==> config.mk <==
export PLATFORM = sky130hd
export DESIGN_NAME = fetch_addr_gen
export DESIGN_NICKNAME = d
export VERILOG_FILES = /design/src/rtl/fetch_pkg.sv /design/src/rtl/fetch_tag_fifo.sv /design/src/rtl/fetch_addr_gen.sv
export SDC_FILE = /design/constraint.sdc
export NUM_CORES = 1
export LEC_CHECK = 0
export CORE_MARGIN = 10
export CORE_UTILIZATION = 30
export DETAILED_ROUTE_END_ITERATION = 10
export GPL_TIMING_DRIVEN = 0
export PLACE_DENSITY = 0.6
export SLEW_MARGIN = 20
export SYNTH_ARGS = -nofsm -noshare
export SYNTH_HDL_FRONTEND = slang
export SYNTH_HIERARCHICAL = 1
export SYNTH_SLANG_ARGS = --single-unit
==> constraint.sdc <==
create_clock -name clk -period 7.6 [get_ports clk]
set_input_delay 1.52 -clock clk [delete_from_list [all_inputs] [get_ports clk]]
set_output_delay 1.52 -clock clk [all_outputs]
set_load 0.02 [all_outputs]
==> src/rtl/fetch_pkg.sv <==
// Shared types and helpers for the instruction-fetch address generator.
// Tag fields are sized for the widest supported configuration; narrower builds
// use the low bits and leave the rest zero.
package fetch_pkg;

    localparam int SLOT_W_MAX  = 3;
    localparam int EPOCH_W_MAX = 8;
    localparam int FETCH_WIDTH_DEF = 2;

    typedef enum logic [1:0] {
        S_BOOT,
        S_IDLE,
        S_REQ
    } fetch_state_t;

    typedef struct packed {
        logic [31:0]            pc;
        logic [SLOT_W_MAX-1:0]  first_slot;
        logic [EPOCH_W_MAX-1:0] epoch;
    } fetch_tag_t;

    // Bytes covered by one burst of fw 32-bit instructions.
    function automatic int fetch_bytes(input int fw);
        return 4 * fw;
    endfunction

    // Round an address down to the start of its burst.
    function automatic logic [31:0] align_addr(input logic [31:0] a, input int fw);
        return a & ~(32'(fetch_bytes(fw)) - 32'd1);
    endfunction

    // Instruction index of an address inside its burst.
    function automatic logic [SLOT_W_MAX-1:0] slot_of(input logic [31:0] a, input int fw);
        return SLOT_W_MAX'((a >> 2) & (32'(fw) - 32'd1));
    endfunction

endpackage

==> src/rtl/fetch_tag_fifo.sv <==
// Small synchronous FIFO holding the tag of every accepted, not yet completed
// burst. Push and pop may happen in the same cycle, including when full.
module fetch_tag_fifo
    import fetch_pkg::*;
#(
    parameter int DEPTH = 4
) (
    input  logic                         clk,
    input  logic                         rst,
    input  logic                         push,
    input  fetch_tag_t                   push_data,
    input  logic                         pop,
    output fetch_tag_t                   head,
    output logic                         empty,
    output logic [$clog2(DEPTH+1)-1:0]   count
);

    localparam int AW    = $clog2(DEPTH);
    localparam int CNT_W = $clog2(DEPTH+1);

    fetch_tag_t        mem [DEPTH];
    logic [AW-1:0]     wr_ptr;
    logic [AW-1:0]     rd_ptr;
    logic              full;
    logic              wr_en;
    logic              rd_en;

    assign empty = (count == '0);
    assign full  = (count == CNT_W'(DEPTH));
    assign rd_en = pop & ~empty;
    assign wr_en = push & (~full | rd_en);
    assign head  = mem[rd_ptr];

    // Tag storage; contents are meaningless until written, so no reset.
    always_ff @(posedge clk) begin
        if (wr_en) begin
            mem[wr_ptr] <= push_data;
        end
    end

    // Pointers wrap naturally because DEPTH is a power of two.
    always_ff @(posedge clk) begin
        if (rst) begin
            wr_ptr <= '0;
            rd_ptr <= '0;
            count  <= '0;
        end else begin
            if (wr_en) begin
                wr_ptr <= wr_ptr + AW'(1);
            end
            if (rd_en) begin
                rd_ptr <= rd_ptr + AW'(1);
            end
            case ({wr_en, rd_en})
                2'b10:   count <= count + CNT_W'(1);
                2'b01:   count <= count - CNT_W'(1);
                default: count <= count;
            endcase
        end
    end

endmodule

==> src/rtl/fetch_addr_gen.sv <==
// Instruction-fetch address generator: issues aligned INCR bursts on the AXI
// AR channel, limits in-flight bursts by count and by fetch-buffer credit, and
// tags each burst with an epoch so data fetched before a redirect is dropped.
module fetch_addr_gen
    import fetch_pkg::*;
#(
    parameter int          FETCH_WIDTH     = FETCH_WIDTH_DEF,
    parameter int          MAX_OUTSTANDING = 4,
    parameter int          BUF_DEPTH       = 16,
    parameter logic [31:0] RESET_PC        = 32'h0,
    parameter int          EPOCH_W         = 2
) (
    input  logic                                              clk,
    input  logic                                              rst,
    input  logic                                              stall,
    input  logic                                              redirect_valid,
    input  logic [31:0]                                       redirect_addr,
    input  logic [$clog2(BUF_DEPTH+1)-1:0]                    buf_free,
    output logic                                              arvalid,
    output logic [31:0]                                       araddr,
    output logic [1:0]                                        arburst,
    output logic [2:0]                                        arsize,
    output logic [7:0]                                        arlen,
    input  logic                                              arready,
    input  logic                                              r_done,
    output logic                                              resp_valid,
    output logic [31:0]                                       resp_pc,
    output logic [(FETCH_WIDTH > 1 ? $clog2(FETCH_WIDTH) : 1)-1:0] resp_first_slot,
    output logic                                              resp_stale,
    output logic [EPOCH_W-1:0]                                epoch,
    output logic                                              err_underflow
);

    localparam int          SLOT_W      = (FETCH_WIDTH > 1) ? $clog2(FETCH_WIDTH) : 1;
    localparam int          CNT_W       = $clog2(MAX_OUTSTANDING+1);
    localparam int          CW          = $clog2(BUF_DEPTH) + $clog2(MAX_OUTSTANDING) + 2;
    localparam logic [31:0] FETCH_BYTES = 32'(fetch_bytes(FETCH_WIDTH));

    fetch_state_t           state;
    logic                   arvalid_q;
    logic [31:0]            araddr_q;
    logic [SLOT_W_MAX-1:0]  cur_slot;
    logic [EPOCH_W-1:0]     epoch_q;
    logic [EPOCH_W-1:0]     addr_epoch;
    logic [EPOCH_W-1:0]     epoch_nxt;
    logic                   pend_valid;
    logic [31:0]            pend_addr;
    logic [31:0]            tgt_addr;
    logic                   err_q;

    logic                   push;
    logic                   pop;
    logic                   fifo_empty;
    logic [CNT_W-1:0]       fifo_count;
    fetch_tag_t             head;
    fetch_tag_t             push_tag;

    logic [CW-1:0]          outs_next;
    logic [CW-1:0]          need;
    logic                   can_issue;

    assign push = (state == S_REQ) & arready;
    assign pop  = r_done & ~fifo_empty;

    // Outstanding count as it will stand after this cycle, including a burst
    // handshaking right now; otherwise a back-to-back AR could be raised that
    // the tag FIFO has no room for and that AXI would not let us withdraw.
    assign outs_next = CW'(fifo_count) + CW'(push) - CW'(pop);
    assign need      = CW'(FETCH_WIDTH) * (outs_next + CW'(1));
    assign can_issue = ~stall & (outs_next < CW'(MAX_OUTSTANDING)) & (CW'(buf_free) >= need);

    assign epoch_nxt = epoch_q + EPOCH_W'(redirect_valid);
    assign tgt_addr  = redirect_valid ? redirect_addr : pend_addr;

    assign push_tag.pc         = araddr_q;
    assign push_tag.first_slot = cur_slot;
    assign push_tag.epoch      = EPOCH_W_MAX'(addr_epoch);

    fetch_tag_fifo #(
        .DEPTH     (MAX_OUTSTANDING)
    ) u_tag_fifo (
        .clk       (clk),
        .rst       (rst),
        .push      (push),
        .push_data (push_tag),
        .pop       (pop),
        .head      (head),
        .empty     (fifo_empty),
        .count     (fifo_count)
    );

    assign arvalid         = arvalid_q;
    assign araddr          = araddr_q;
    assign arburst         = 2'b01;
    assign arsize          = 3'd2;
    assign arlen           = 8'(FETCH_WIDTH - 1);
    assign resp_valid      = ~fifo_empty;
    assign resp_pc         = head.pc;
    assign resp_first_slot = SLOT_W'(head.first_slot);
    assign resp_stale      = (head.epoch != EPOCH_W_MAX'(epoch_q));
    assign epoch           = epoch_q;
    assign err_underflow   = err_q;

    // Request FSM with the address, epoch and pending-redirect registers; a held AR never changes.
    always_ff @(posedge clk) begin
        if (rst) begin
            state      <= S_BOOT;
            arvalid_q  <= 1'b0;
            araddr_q   <= RESET_PC;
            cur_slot   <= '0;
            epoch_q    <= '0;
            addr_epoch <= '0;
            pend_valid <= 1'b0;
            pend_addr  <= '0;
            err_q      <= 1'b0;
        end else begin
            epoch_q <= epoch_nxt;
            if (r_done && fifo_empty) begin
                err_q <= 1'b1;
            end
            case (state)
                S_BOOT, S_IDLE: begin
                    if (redirect_valid) begin
                        araddr_q   <= align_addr(redirect_addr, FETCH_WIDTH);
                        cur_slot   <= slot_of(redirect_addr, FETCH_WIDTH);
                        addr_epoch <= epoch_nxt;
                    end
                    if (state == S_IDLE && can_issue) begin
                        state     <= S_REQ;
                        arvalid_q <= 1'b1;
                    end else begin
                        state     <= S_IDLE;
                        arvalid_q <= 1'b0;
                    end
                end
                S_REQ: begin
                    if (arready) begin
                        if (redirect_valid || pend_valid) begin
                            araddr_q <= align_addr(tgt_addr, FETCH_WIDTH);
                            cur_slot <= slot_of(tgt_addr, FETCH_WIDTH);
                        end else begin
                            araddr_q <= araddr_q + FETCH_BYTES;
                            cur_slot <= '0;
                        end
                        addr_epoch <= epoch_nxt;
                        pend_valid <= 1'b0;
                        if (!can_issue) begin
                            state     <= S_IDLE;
                            arvalid_q <= 1'b0;
                        end
                    end else if (redirect_valid) begin
                        pend_valid <= 1'b1;
                        pend_addr  <= redirect_addr;
                    end
                end
                default: begin
                    state     <= S_IDLE;
                    arvalid_q <= 1'b0;
                end
            endcase
        end
    end

endmodule

==> impl_metrics.yaml <==
layout:
  layout_common_cells: "edfxtp_1 (164), clkdlybuf4s50_1 (108), nand2_1 (100), dfxtp_1 (77), a21oi_1 (60)"
  layout.nets: 1056
  n_fill_cell: 3377
  multi_input_area_um2: 3810
  syn_to_final_growth_pct: 26.2
  area.sequential_um2: 6470
  fin_area_um2: 13300
  diodes: 0
  final_layout_size_suffix_gt1_frac: 0.139
  final_common_cell: "edfxtp_1"
run_status:
  status: "finished, final reports clean"
sta:
  slew_headroom: 0.483
  final-setup-viol-count: 0
  period_minus_slack_ps: 4530
  rsz0062_at_grt: "no"
  finalHoldViolations: 0
  fin_setup_tns_ps: 0
  worst_slew_pin_slew_ps: 776
  skew_ps: 9.34
  drv_slew: 0
  fin_crit_sh: 0.596
  max_freq_mhz: 221
global_route:
  grt_pass1_wl_um: 42900
  grt_antenna_before_repair: 0
  grt_pass1_vias: 7075
  overflow: 0
  grtUsageTotal: 0.125
  grt_max_degree: 42
worst_setup_path:
  rrSetupSlack_ps: 3850
  endpoint: "resp_stale"
  crit_arrival_ps: 3010
  reg2reg_depth: 15
  path_class: "flop to output port"
  r2r_end: "state[0]$_SDFFE_PP0P_"
  cp.required_ps: 6080
  rr_startpoint: "u_tag_fifo/count[2]$_SDFFE_PP0P_"
  startpoint_type: "flop"
  end_kind: "output port"
  worst-path-max-fanout: 10
yosys:
  postSynthCellCount: 809
  syn-cell-area_um2: 10500
  yosysWarnings: 6
  syn_area_per_cell_um2: 13.0
floorplanning:
  io_pins: 127
  core-area_um2: 34500
  initial_utilization: 0.304
  die_x_um: 207
  die_area_um2: 42900
  std_cell_rows: 68
  die_h_um: 207
pwr:
  internal_power_mw: 2.32
  p_seq_frac: 0.494
  comb_power_share: 0.069
  powerDensity_nw_per_um2: 225
  p_leak_nw: 4.43
  power_switching_mw: 0.668
  p_clk_frac: 0.437
  peakVddDrop_mv: 0.141
  swShare: 0.224
clocking:
  cts.root.buffer_cell: "clkbuf_16"
  cts_tree: "yes"
  clk_latency_ps: 520
  cts_setup_buffers: 0
  clock-sinks: 241
  cts_inserted_buffers: 26
  clock_path_buffers: 3
  cts_resized: 0
  hold_buffers: 0
  cts_htree_levels: 1
  clk_pin_slew_ps: 60
place:
  place_congestion: 0.869
  hpwl_um: 19500
  post_dp_cell_area_um2: 12400
  portBuffers: 108
routing:
  drc: 0
  viasPerCell: 4.85
  routed_wl_um: 28100
  vias: 7126
  drtIter0Drc: 544
  antenna_left: 0
  wl_per_cell_um: 19.1
  drtPass1Iterations: 5
flow_run:
  maxCapViolCount: 0
worst_hold_path:
  hp-start: "pend_addr[16]$_SDFFE_PP0P_"
  min_path_type: "flop to flop"
## how the worst min path moves through the flow
| stage | cells after the start | slack [ps] | to |
|---|---|---|---|
| after CTS | 2 | 450 | pend_addr[16]$_SDFFE_PP0P_ |
| final | 2 | 450 | pend_addr[16]$_SDFFE_PP0P_ |
| after detailed placement | 2 | 440 | pend_addr[16]$_SDFFE_PP0P_ |
| after global placement | 2 | 440 | pend_addr[9]$_SDFFE_PP0P_ |
| after floorplan | 2 | 430 | pend_addr[12]$_SDFFE_PP0P_ |
| after global routing | 2 | 470 | pend_addr[2]$_SDFFE_PP0P_ |
## power by group through the flow
| stage | Clock [mW] | Combinational, mW | Sequential [mW] |
|---|---|---|---|
| finish | 1.31 | 0.206 | 1.47 |
| global route | 1.39 | 0.222 | 1.48 |
| CTS | 1.34 | 0.206 | 1.48 |
| detailed placement | 0 | 0.205 | 1.50 |
| global placement | 0 | 0.205 | 1.50 |
| floorplan | 0 | 0.0926 | 1.50 |
## sequential cells by signal, indices dropped and copies added (netlist names), named ones only
name and flops:
addr_epoch 2, araddr 29, cur_slot 1, epoch 2
err_underflow 1, pend_addr 30, pend_valid 1, state 2
u_tag_fifo/count 3, u_tag_fifo/mem 164, u_tag_fifo/rd_ptr 2, u_tag_fifo/wr_ptr 2
## critical path, stage by stage, from the launching register on
cell and delay, ps:
dfxtp_1 300, buf_1 380, buf_2 370, mux4_2 350, nor4_1 330, nand4_1 170
clkdlybuf4s50_1 580
## area by class of cell
class / instances / area share
Buffer: 67 / 0.0270
Clock buffer: 36 / 0.0573
Clock inverter: 12 / 0.0106
Inverter: 23 / 0.00650
Multi-Input combinational cell: 528 / 0.287
Sequential cell: 241 / 0.487
Tap cell: 455 / 0.0429
Timing Repair Buffer: 108 / 0.0814
## per-stage QoR
stage               utilization  cells  total power, mW  setup slack [ps]  hold slack, ps
floorplan                     -    859             1.59              3390             431
global placement          0.358   1422             1.71              2510             437
detailed placement        0.358   1422             1.71              2570             443
CTS                       0.384   1470             3.02              2940             451
global route              0.384   1470             3.09              2780             468
finish                    0.384   1470             2.99              3070             452
## metal layers
metal	wire length, um	global-route usage	vias to the layer above
li1	-	-	3374
met1	12400	0.165	3463
met2	13100	0.201	247
met3	1840	0.0223	42
met4	680	0.0419	0
met5	0	0	-
No activity file was read; power rests on OpenSTA's default activity.
